### src/rtl/spi.sv
// SPI master, mode 0 (CPOL=0, CPHA=0), MSB first, 8 bits per transfer, no chip-select.
// Latency: a transfer keeps busy high for H + 8*P clk cycles (P = 2^CLK_DIV, H = P/2).
//    new_data pulses on the cycle after the last one. start is a level; it is only
//    honoured in IDLE, so a held start gives back-to-back transfers one idle cycle apart.
//
// Ports:
//    clk      : system clock, rising edge
//    rst      : synchronous active-high reset
//    miso     : serial data from the slave
//    mosi     : serial data to the slave (registered, holds its value between transfers)
//    sck      : serial clock (registered, idle low)
//    start    : level request to begin a transfer
//    data_in  : byte to transmit, captured when a transfer is accepted
//    data_out : last received byte (registered, held until the next transfer completes)
//    busy     : high whenever the FSM is not IDLE
//    new_data : single-cycle pulse when data_out updates

module spi #(
   parameter int CLK_DIV = 2
) (
   input  logic       clk,
   input  logic       rst,
   input  logic       miso,
   output logic       mosi,
   output logic       sck,
   input  logic       start,
   input  logic [7:0] data_in,
   output logic [7:0] data_out,
   output logic       busy,
   output logic       new_data
);

   localparam int P = 1 << CLK_DIV;
   localparam int H = P / 2;

   localparam logic [CLK_DIV-1:0] CNT_ZERO = '0;
   localparam logic [CLK_DIV-1:0] CNT_ONE  = CLK_DIV'(1);
   localparam logic [CLK_DIV-1:0] CNT_H_M1 = CLK_DIV'(H - 1);
   localparam logic [CLK_DIV-1:0] CNT_P_M1 = CLK_DIV'(P - 1);

   typedef enum logic [1:0] {
      IDLE      = 2'd0,
      WAIT_HALF = 2'd1,
      TRANSFER  = 2'd2
   } state_t;

   state_t             state_q, state_d;
   logic [CLK_DIV-1:0] cnt_q, cnt_d;
   logic [2:0]         bit_q, bit_d;
   logic [7:0]         sr_q, sr_d;
   logic [7:0]         data_out_q, data_out_d;
   logic               mosi_q, mosi_d;
   logic               sck_q, sck_d;
   logic               new_data_q, new_data_d;

   always_comb begin
      state_d    = state_q;
      cnt_d      = cnt_q;
      bit_d      = bit_q;
      sr_d       = sr_q;
      data_out_d = data_out_q;
      mosi_d     = mosi_q;
      sck_d      = 1'b0;
      new_data_d = 1'b0;

      case (state_q)
         IDLE: begin
            cnt_d = CNT_ZERO;
            bit_d = 3'd0;
            if (start) begin
               sr_d    = data_in;
               state_d = WAIT_HALF;
            end
         end

         // Half a period of sck-low lead-in so the first mosi bit has setup
         // time before the first rising edge.
         WAIT_HALF: begin
            if (cnt_q == CNT_H_M1) begin
               cnt_d   = CNT_ZERO;
               state_d = TRANSFER;
            end else begin
               cnt_d = cnt_q + CNT_ONE;
            end
         end

         TRANSFER: begin
            // Counter wraps naturally at P-1; sck follows the MSB of the
            // counter value that will be in place after this edge.
            cnt_d = cnt_q + CNT_ONE;
            sck_d = cnt_d[CLK_DIV-1];

            if (cnt_q == CNT_ZERO) begin
               mosi_d = sr_q[7];
            end

            // Sample miso on the edge that raises sck.
            if (cnt_q == CNT_H_M1) begin
               sr_d = {sr_q[6:0], miso};
            end

            if (cnt_q == CNT_P_M1) begin
               bit_d = bit_q + 3'd1;
               if (bit_q == 3'd7) begin
                  state_d    = IDLE;
                  data_out_d = sr_q;
                  new_data_d = 1'b1;
               end
            end
         end

         default: begin
            state_d = IDLE;
         end
      endcase
   end

   always_ff @(posedge clk) begin
      if (rst) begin
         state_q    <= IDLE;
         cnt_q      <= '0;
         bit_q      <= '0;
         sr_q       <= '0;
         data_out_q <= '0;
         mosi_q     <= 1'b0;
         sck_q      <= 1'b0;
         new_data_q <= 1'b0;
      end else begin
         state_q    <= state_d;
         cnt_q      <= cnt_d;
         bit_q      <= bit_d;
         sr_q       <= sr_d;
         data_out_q <= data_out_d;
         mosi_q     <= mosi_d;
         sck_q      <= sck_d;
         new_data_q <= new_data_d;
      end
   end

   assign mosi     = mosi_q;
   assign sck      = sck_q;
   assign data_out = data_out_q;
   assign busy     = (state_q != IDLE);
   assign new_data = new_data_q;

endmodule

### config.mk
export PLATFORM = sky130hd
export DESIGN_NAME = spi
export DESIGN_NICKNAME = d
export VERILOG_FILES = /design/src/rtl/spi.sv
export SDC_FILE = /design/constraint.sdc
export NUM_CORES = 1
export LEC_CHECK = 0
export CAP_MARGIN = 25
export CORE_MARGIN = 5
export CORE_UTILIZATION = 26
export DETAILED_ROUTE_END_ITERATION = 10
export PLACE_DENSITY = 0.54
export SKIP_CTS_REPAIR_TIMING = 1
export SLEW_MARGIN = 5
export SYNTH_ARGS = -nofsm -noshare
export SYNTH_HDL_FRONTEND = slang
export SYNTH_SLANG_ARGS = --single-unit
export TNS_END_PERCENT = 10
### constraint.sdc
create_clock -name clk -period 1.8 [get_ports clk]
set_input_delay 0.27 -clock clk [delete_from_list [all_inputs] [get_ports clk]]
set_output_delay 0.27 -clock clk [all_outputs]
set_load 0.01 [all_outputs]
* After elaboration in Yosys (flattened, before gate mapping)
Index checks and enable logic that the tools add are counted.
Storage, ports and cells: register bits 26, latch bits 0, bits in writable memories 0, memory bits (read-only) 0, input port bits 12, output and inout port bits 12, logic and storage cells 47, memories 0
Operators by class: $add $sub $neg 2, multipliers 0, div/mod/pow operators 0, $lt $le $gt $ge 0, equal/unequal tests 10, shift-type cells 0, muxes and demuxes 13, bitwise logic cells 2, reductions and logical operators 12
Operators with widths (number):
- two-way mux 8 bit | 2
- one-hot mux 8 bit (2 select lines) | 1
- one-hot mux 2 bit (3 select lines) | 2
- two-way mux 2 bit | 5
- != test 2 bit, second input constant | 5
- one-hot mux 3 bit (2 select lines) | 1
- AND reduction 3 bit | 2
- equality test 2 x 1 -> 1 bit, second input constant | 2
- equality test 2 bit, second input constant | 2
- logical NOT 2 bit | 2
- AND reduction 2 bit | 2
- AND reduction 4 bit | 1
- nonzero test 2 bit | 2
- adder 3 x 1 -> 3 bit, second input constant | 1
- equality test 3 bit, second input constant | 1
- two-way mux 3 bit | 1
- nonzero test 3 bit | 1
- OR reduction 3 bit | 1
- adder 2 x 1 -> 2 bit, second input constant | 1
- inverter 1 bit | 2
- OR reduction 2 bit | 1
- two-way mux 1 bit | 1

* Logic depth before layout (Yosys ltp)
Gate-level depths: netlist of the first run.
word-level depth 4, gate-level depth with buffers 7, gate-level depth less buffers 5

* Worst setup path after synthesis of the first run
No wires, ideal clock.
kind flip-flop to flip-flop, start register state_q[0], end register sr_q[4], setup time 0.138 ns, arrival time 1.480 ns, slack 0.182 ns, stages on the path, launching flop included 8, period minus slack after synthesis 1.618 ns, path through dfxtp_1 > inv_1 > ha_1 > buf_6 > mux2_4 > buf_8 > a21oi_2 > a311oi_2
Between the ends: word-level cells in the longest chain between the ends 3, elaborated cells between the ends (all ways) 7
Ends and longest elaborated chain:
- from (decl) | line 47 | state_t state_q, state_d;
- from (signal assigned) | line 129 | state_q <= state_d;
- equality test 2 bit / logical NOT 2 bit (equally long branches) | line 66 | case (state_q)
- != test 2 bit (no line) / nonzero test 2 bit (equally long branches)
- AND reduction 3 bit (no line)
- to (signal assigned) | line 132 | sr_q <= sr_d;
- to (decl) | line 50 | logic [7:0] sr_q, sr_d;
Several ways; a longest one is shown, not always the timed one. A chain may end at the register's enable or synchronous reset.

* Final worst setup path of the first run
start register state_q[0], end register data_out_q[0], in the netlist data_out[0]
Between the ends: word-level cells in the longest chain between the ends 2
Ends and longest elaborated chain:
- equality test 2 bit | line 66
- AND reduction 3 bit (no line)
- to (signal assigned) | line 133 | data_out_q <= data_out_d;
- to (decl) | line 51 | logic [7:0] data_out_q, data_out_d;
No other way between the ends.

==> summary.md, run 1 <==
| Metric | Value |
|---|---|
| Status | complete, no violations |
| # IOs | 24 |
| Minimum clock period | 1668 ps |
| Unrepaired setup endpoints after global routing | false |
| Hold_ws | 458.4 ps |
| Row count | 26 |
| Final Slew Violations | 0 |
| Measured slew at the worst slew-check pin | 332.5 ps |
| Share of post-route cells with drive strength above 1 | 0.1524 |
| Number of synthesized flops with an enable pin | 0 |
| Pin count of the biggest net entering global routing | 29 |
| Setup TNS | 0 ps |
| Die outline width | 83.19 um |
| Crit path max fanout | 16 |
| Total track usage | 0.08580 |
| Setup crit end kind | register |
| Synth top cells by count | 26 x dfxtp_1, 25 x nand2_1, 20 x a21oi_1 |
| Post-DP HPWL | 2.004 mm |
| CTS tree | built |
| Final setup vio count | 0 |
| Nets | 190 |
| Synthesized instance count | 143 |
| Flops & latches, synth | 26 |
| Port bufs | 23 |
| Drt first pass iters | 4 |
| Area grow syn2layout | 28.75% |
| Fin util | 0.3488 |
| DR iter-0 viols | 72 |
| Antenna viol nets, final | 0 |
| Kind of critical path | reg -> reg |
| Chip Height | 83.19 um |
| H-tree Lvls | 1 |
| FF-to-FF End | data_out[0] |
| Final Cycle Share | 0.9267 |
| Post-synth net total | 168 |
| Worst clock skew | 4.086 ps |
| Die area | 6920 um^2 |
| Leak | 0.6308 nW |
| Reg clk slew, reported paths | 90 ps |
| Final hold vios | 0 |
| Worst-Skew Late Latency | 270 ps |
| Crit start category | register |
| Ys async rst share | 0 |
| Synth top area cells | dfxtp_1 37%, ha_1 12%, a311oi_2 8.6%, mux2i_1 7.9%, a21oi_1 7.2% |
| WHS Path Cells | 2 |
| Number of buffers created by CTS | 3 |
| Slew Limit Headroom | 0.7720 |
| Yosys top cell by area | dfxtp_1 |
| N_diodes | 0 |
| Via count | 1023 |
| GPL Wtd Cong | 0.6648 |
| Mean Syn Cell Area | 9.738 um^2 |
| CP startpoint | state_q[0] |
| Clock buffer depth | 2 |
| Syn Std Cell Area | 1393 um^2 |
| Core area | 5140 um^2 |
| Reg2reg setup slack | 130 ps |
| Cell Pwr Density | 1208 nW/um^2 |
| Synth warn | 0 |
| Fmax | 599.5 MHz |
| Total global routing overflow | 0 |
| WL/cell | 12.06 um |
| Clock Sinks | 26 |
| WP data required | 2010 ps |
| Hold path startpoint | data_out[0] |
| Placed insts | 230 |
| Worst r2r path cells | 6 |
| R2r startpoint | state_q[0] |
| Initial Util | 0.2709 |
| Max_cap viols | 0 |
| Non-Filler Instances | 234 |
| Total wire length | 2.822 mm |
| Synth top area share | 0.3738 |
| Sequential element share of the synthesized area | 0.3738 |
| First-pass GRT wire length | 4.933 mm |
| Hold WC Path Type | reg -> reg |
| Clk root buf | clkbuf_8 |
| Drt drc | 0 |
| Vias in the first global route | 1043 |
| Initial antenna violation count | 0 |
| Worst IR drop on VDD | 435.1 uV |
| Distinct cell type count after synthesis | 28 |
| Top-count cell post-synth | dfxtp_1 |
| CP arrival | 1880 ps |
| Avg Vias per Cell | 4.372 |
| CP endpoint | data_out[0] |
| Most common flop cell mapped by yosys | dfxtp_1 |
logic make-up after synthesis:
logic type | Yosys count | share of synthesized area
AND/OR/NAND/NOR | 42 | 0.1393
AO/OA/AOI/OAI | 33 | 0.2022
flip-flops | 26 | 0.3738
buffers and inverters | 16 | 0.07007
multiplexers | 13 | 0.09793
adder cells (fa/ha/maj) | 13 | 0.1168
area by class of cell:
class,instances,area (um^2)
well taps,70,87.58
flip-flops and latches,26,528.0
clock inverters,1,30.03
repair buffers,26,292.8
inverters,7,26.28
multi-input cells,101,787.0
fillers,549,3347
clock buffers,3,41.29
report_power, final:
part / internal [W] / switching, W
Clock: 0.000298 / 0.000191
Combinational: 0.000429 / 0.000463
Sequential: 0.000689 / 0.0000952
cells in the final DEF, fill, tap and decap left out, drive strengths merged, types with 2 or more instances in the layout:
master          n
clkbuf          3
nand2          25
mux2            2
a311oi          8
inv             7
nand3           4
nand2b          5
dfxtp          26
a21oi          22
clkdlybuf4s50  22
ha             13
buf             3
mux2i          11
nor2            3
nor2b           3
routing by layer:
layer / track usage / part of all wire / vias up
li1: - / - / 532
met1: 0.1136 / 0.51 / 474
met2: 0.1276 / 0.43 / 15
met3: 0.02475 / 0.041 / 2
met4: 0.04012 / 0.015 / 0
met5: 0 / 0 / -
critical path, cell delays in order (launching register included):
cell and delay [ps]:
dfxtp_4 370, inv_1 160, ha_1 280, buf_12 190
and3_1 370, nand2_1 110, a21oi_1 120
worst min path at each step:
stage                        endpoint  slack, ps
after floorplan              bit_q[1]        440
after global placement    data_out[7]        450
after detailed placement  data_out[4]        450
after CTS                 data_out[4]        460
after global routing      data_out[5]        490
final                     data_out[0]        460
registers in the layout, indices dropped and copies added (netlist names):
signal    cells
mosi          1
cnt_q         2
sr_q          8
bit_q         3
new_data      1
state_q       2
data_out      8
sck           1
stage by stage:
step	power [W]	setup WS, ps	instance area (um^2)
3_3_place_gp	0.001654	169.7	1699
6_report	0.002165	132.0	1793
4_1_cts	0.002161	-201.5	1770
5_1_grt	0.002313	11.31	1793
3_5_place_dp	0.001661	109.5	1699
2_1_floorplan	0.001502	181.7	1393
Note: power is estimated with default switching activity, not from simulation.
==> run 2, diff against run 1 <==
==> constraint.sdc (replaced) <==
create_clock -name clk -period 1.8 [get_ports clk]
set_input_delay 0.27 -clock clk [delete_from_list [all_inputs] [get_ports clk]]
set_output_delay 0.27 -clock clk [all_outputs]
set_load 0.1 [all_outputs]
==> run 2 against run 1 <==
Effect of this change:
- critical path depth is 2 lower
- worst setup slack improved by 5.4 ps
- global-route usage shrank 0.32 points
- sequential power decreased by 0.6%
- routed wire length is 0.64% lower
- power grew 4.5%
- utilization down 0.78 points
- combinational power grew 11%
- critical path type is now reg -> out
==> summary.md, run 2 (synthesis results as in run 1) <==
| Metric | Value |
|---|---|
| Status | complete, no violations |
| WP data required | 1530 ps (-480 ps) |
| Clock buffer depth | 2 (unchanged) |
| Area grow syn2layout | 25.88% |
| Avg Vias per Cell | 4.368 (about the same) |
| Leak | 0.6428 nW (+1.9%) |
| Reg clk slew, reported paths | 100 ps (about the same) |
| Total track usage | 0.08260 (-0.003207) |
| Share of post-route cells with drive strength above 1 | 0.2073 (+0.05488) |
| Antenna viol nets, final | 0 (unchanged) |
| Pin count of the biggest net entering global routing | 29 (unchanged) |
| Drt drc | 0 (unchanged) |
| Clock Sinks | 26 (unchanged) |
| Final Slew Violations | 0 (unchanged) |
| Max_cap viols | 0 (unchanged) |
| Final hold vios | 0 (unchanged) |
| Cell Pwr Density | 1291 nW/um^2 (+6.9%) |
| N_diodes | 0 (unchanged) |
| # IOs | 24 (unchanged) |
| Unrepaired setup endpoints after global routing | false |
| H-tree Lvls | 1 (unchanged) |
| Clock power frac | 0.219 (-0.007) |
| First-pass GRT wire length | 4.816 mm (-2.4%) |
| Non-Filler Instances | 234 (unchanged) |
| WL/cell | 11.98 um (-0.64%) |
| Via count | 1022 (-0.098%) |
| Worst clock skew | 2.838 ps (-1.247 ps) |
| Fmax | 601.5 MHz (+0.33%) |
| Die area | 6920 um^2 (unchanged) |
| Clk root buf | clkbuf_8 |
| Initial Util | 0.2709 (unchanged) |
| Final setup vio count | 0 (unchanged) |
| CTS tree | built |
| Kind of critical path | reg -> out |
| Commonest non-fill, non-tap cells in the layout | 26 x dfxtp_1, 25 x nand2_1, 20 x a21oi_1, 13 x ha_1 |
| Total global routing overflow | 0 (unchanged) |
| Sw frac | 0.3748 (+0.02878) |
| Port bufs | 23 (unchanged) |
| Crit start category | register |
| CP arrival | 1390 ps (-490 ps) |
| Chip Height | 83.19 um (unchanged) |
| Hold WC Path Type | reg -> reg |
| GPL Wtd Cong | 0.7379 (+11%) |
| Slew Limit Headroom | 0.7984 (+0.02648) |
| Die outline width | 83.19 um (unchanged) |
| Post-DP HPWL | 1.997 mm (-0.36%) |
| Measured slew at the worst slew-check pin | 293.9 ps (-38.62 ps) |
| Core area | 5140 um^2 (unchanged) |
| Minimum clock period | 1663 ps (-5.431 ps) |
| Placed insts | 230 (unchanged) |
| Initial antenna violation count | 0 (unchanged) |
| Number of buffers created by CTS | 3 (unchanged) |
| Final Cycle Share | 0.9237 (-0.003017) |
| Vias in the first global route | 1059 (+1.5%) |
| Most common cell after layout, fill and taps aside | dfxtp_1 |
| Row count | 26 (unchanged) |
| Flop pwr share | 0.344 (-0.018) |
| Worst-Skew Late Latency | 270 ps (about the same) |
| Worst IR drop on VDD | 530.1 uV (+22%) |
| Setup TNS | 0 ps (unchanged) |
| Comb power frac | 0.437 (+0.025) |
| Total wire length | 2.804 mm (-0.64%) |
| Setup crit end kind | primary output |
| Switching Power | 0.0008480 W (+13%) |
| Drt first pass iters | 4 (unchanged) |
| P_int | 0.001414 W (-0.11%) |
| Nets | 190 (unchanged) |
| DR iter-0 viols | 44 (-39%) |
| Crit path max fanout | 6 (-10) |
## run 2: cell count changes in the layout (fill, tap and decap cells not counted), sizes merged
cell and change:
dlymetal6s2s -1, clkdlybuf4s50 -11, buf +12
## run 2: final cells by class
class / instances / area [um^2]
flip-flops and latches: 26 / 520.5
well taps: 70 / 87.58
fillers: 560 / 3387
clock buffers: 3 / 41.29
inverters: 7 / 26.28
multi-input cells: 101 / 774.5
clock inverters: 1 / 30.03
repair buffers: 26 / 272.8
## run 2: worst max-delay path, stage by stage (launching register included)
cell	delay, ps
dfxtp_1	410
inv_1	120
ha_1	280
inv_1	130
buf_12	180
## run 2: layer usage
layer  wire length (um)  track usage  vias to the layer above  share of wire
li1                   -            -                      535              -
met1               1440       0.1091                      464           0.51
met2               1216       0.1268                       21           0.43
met3                117      0.02772                        2          0.042
met4                 29      0.02526                        0          0.010
met5                  0            0                        -              0
## run 2: stage by stage
| stage | area (um^2) | setup slack (ps) | util | total power [W] | hold WS, ps |
|---|---|---|---|---|---|
| 3_5_place_dp | 1682 | 158.7 | 0.3272 | 0.001783 | 448.3 |
| 2_1_floorplan | 1393 | 181.7 | - | 0.001600 | 435.6 |
| 3_3_place_gp | 1682 | 173.7 | 0.3272 | 0.001785 | 444.6 |
| 5_1_grt | 1753 | 15.99 | 0.3410 | 0.002402 | 477.8 |
| 4_1_cts | 1753 | 105.7 | 0.3410 | 0.002296 | 463.4 |
| 6_report | 1753 | 137.4 | 0.3410 | 0.002262 | 457.9 |
## run 2: worst paths after layout
kind	startpoint	to	slack, ps	depth (start not counted)
setup / recovery	state_q[0]	busy	140	4
hold / removal	data_out[1]	data_out[1]	460	2
setup reg to reg	state_q[0]	state_q[1]	150	5
hold reg to reg	data_out[1]	data_out[1]	460	2
## run 2: power by group through the flow
stage                     registers, W  logic [W]  clock network (W)
final                         0.000779   0.000989           0.000495
after global routing          0.000796    0.00108           0.000530
after CTS                     0.000781    0.00100           0.000514
after detailed placement      0.000793   0.000990                  0
after global placement        0.000795   0.000991                  0
after floorplan               0.000776   0.000824                  0
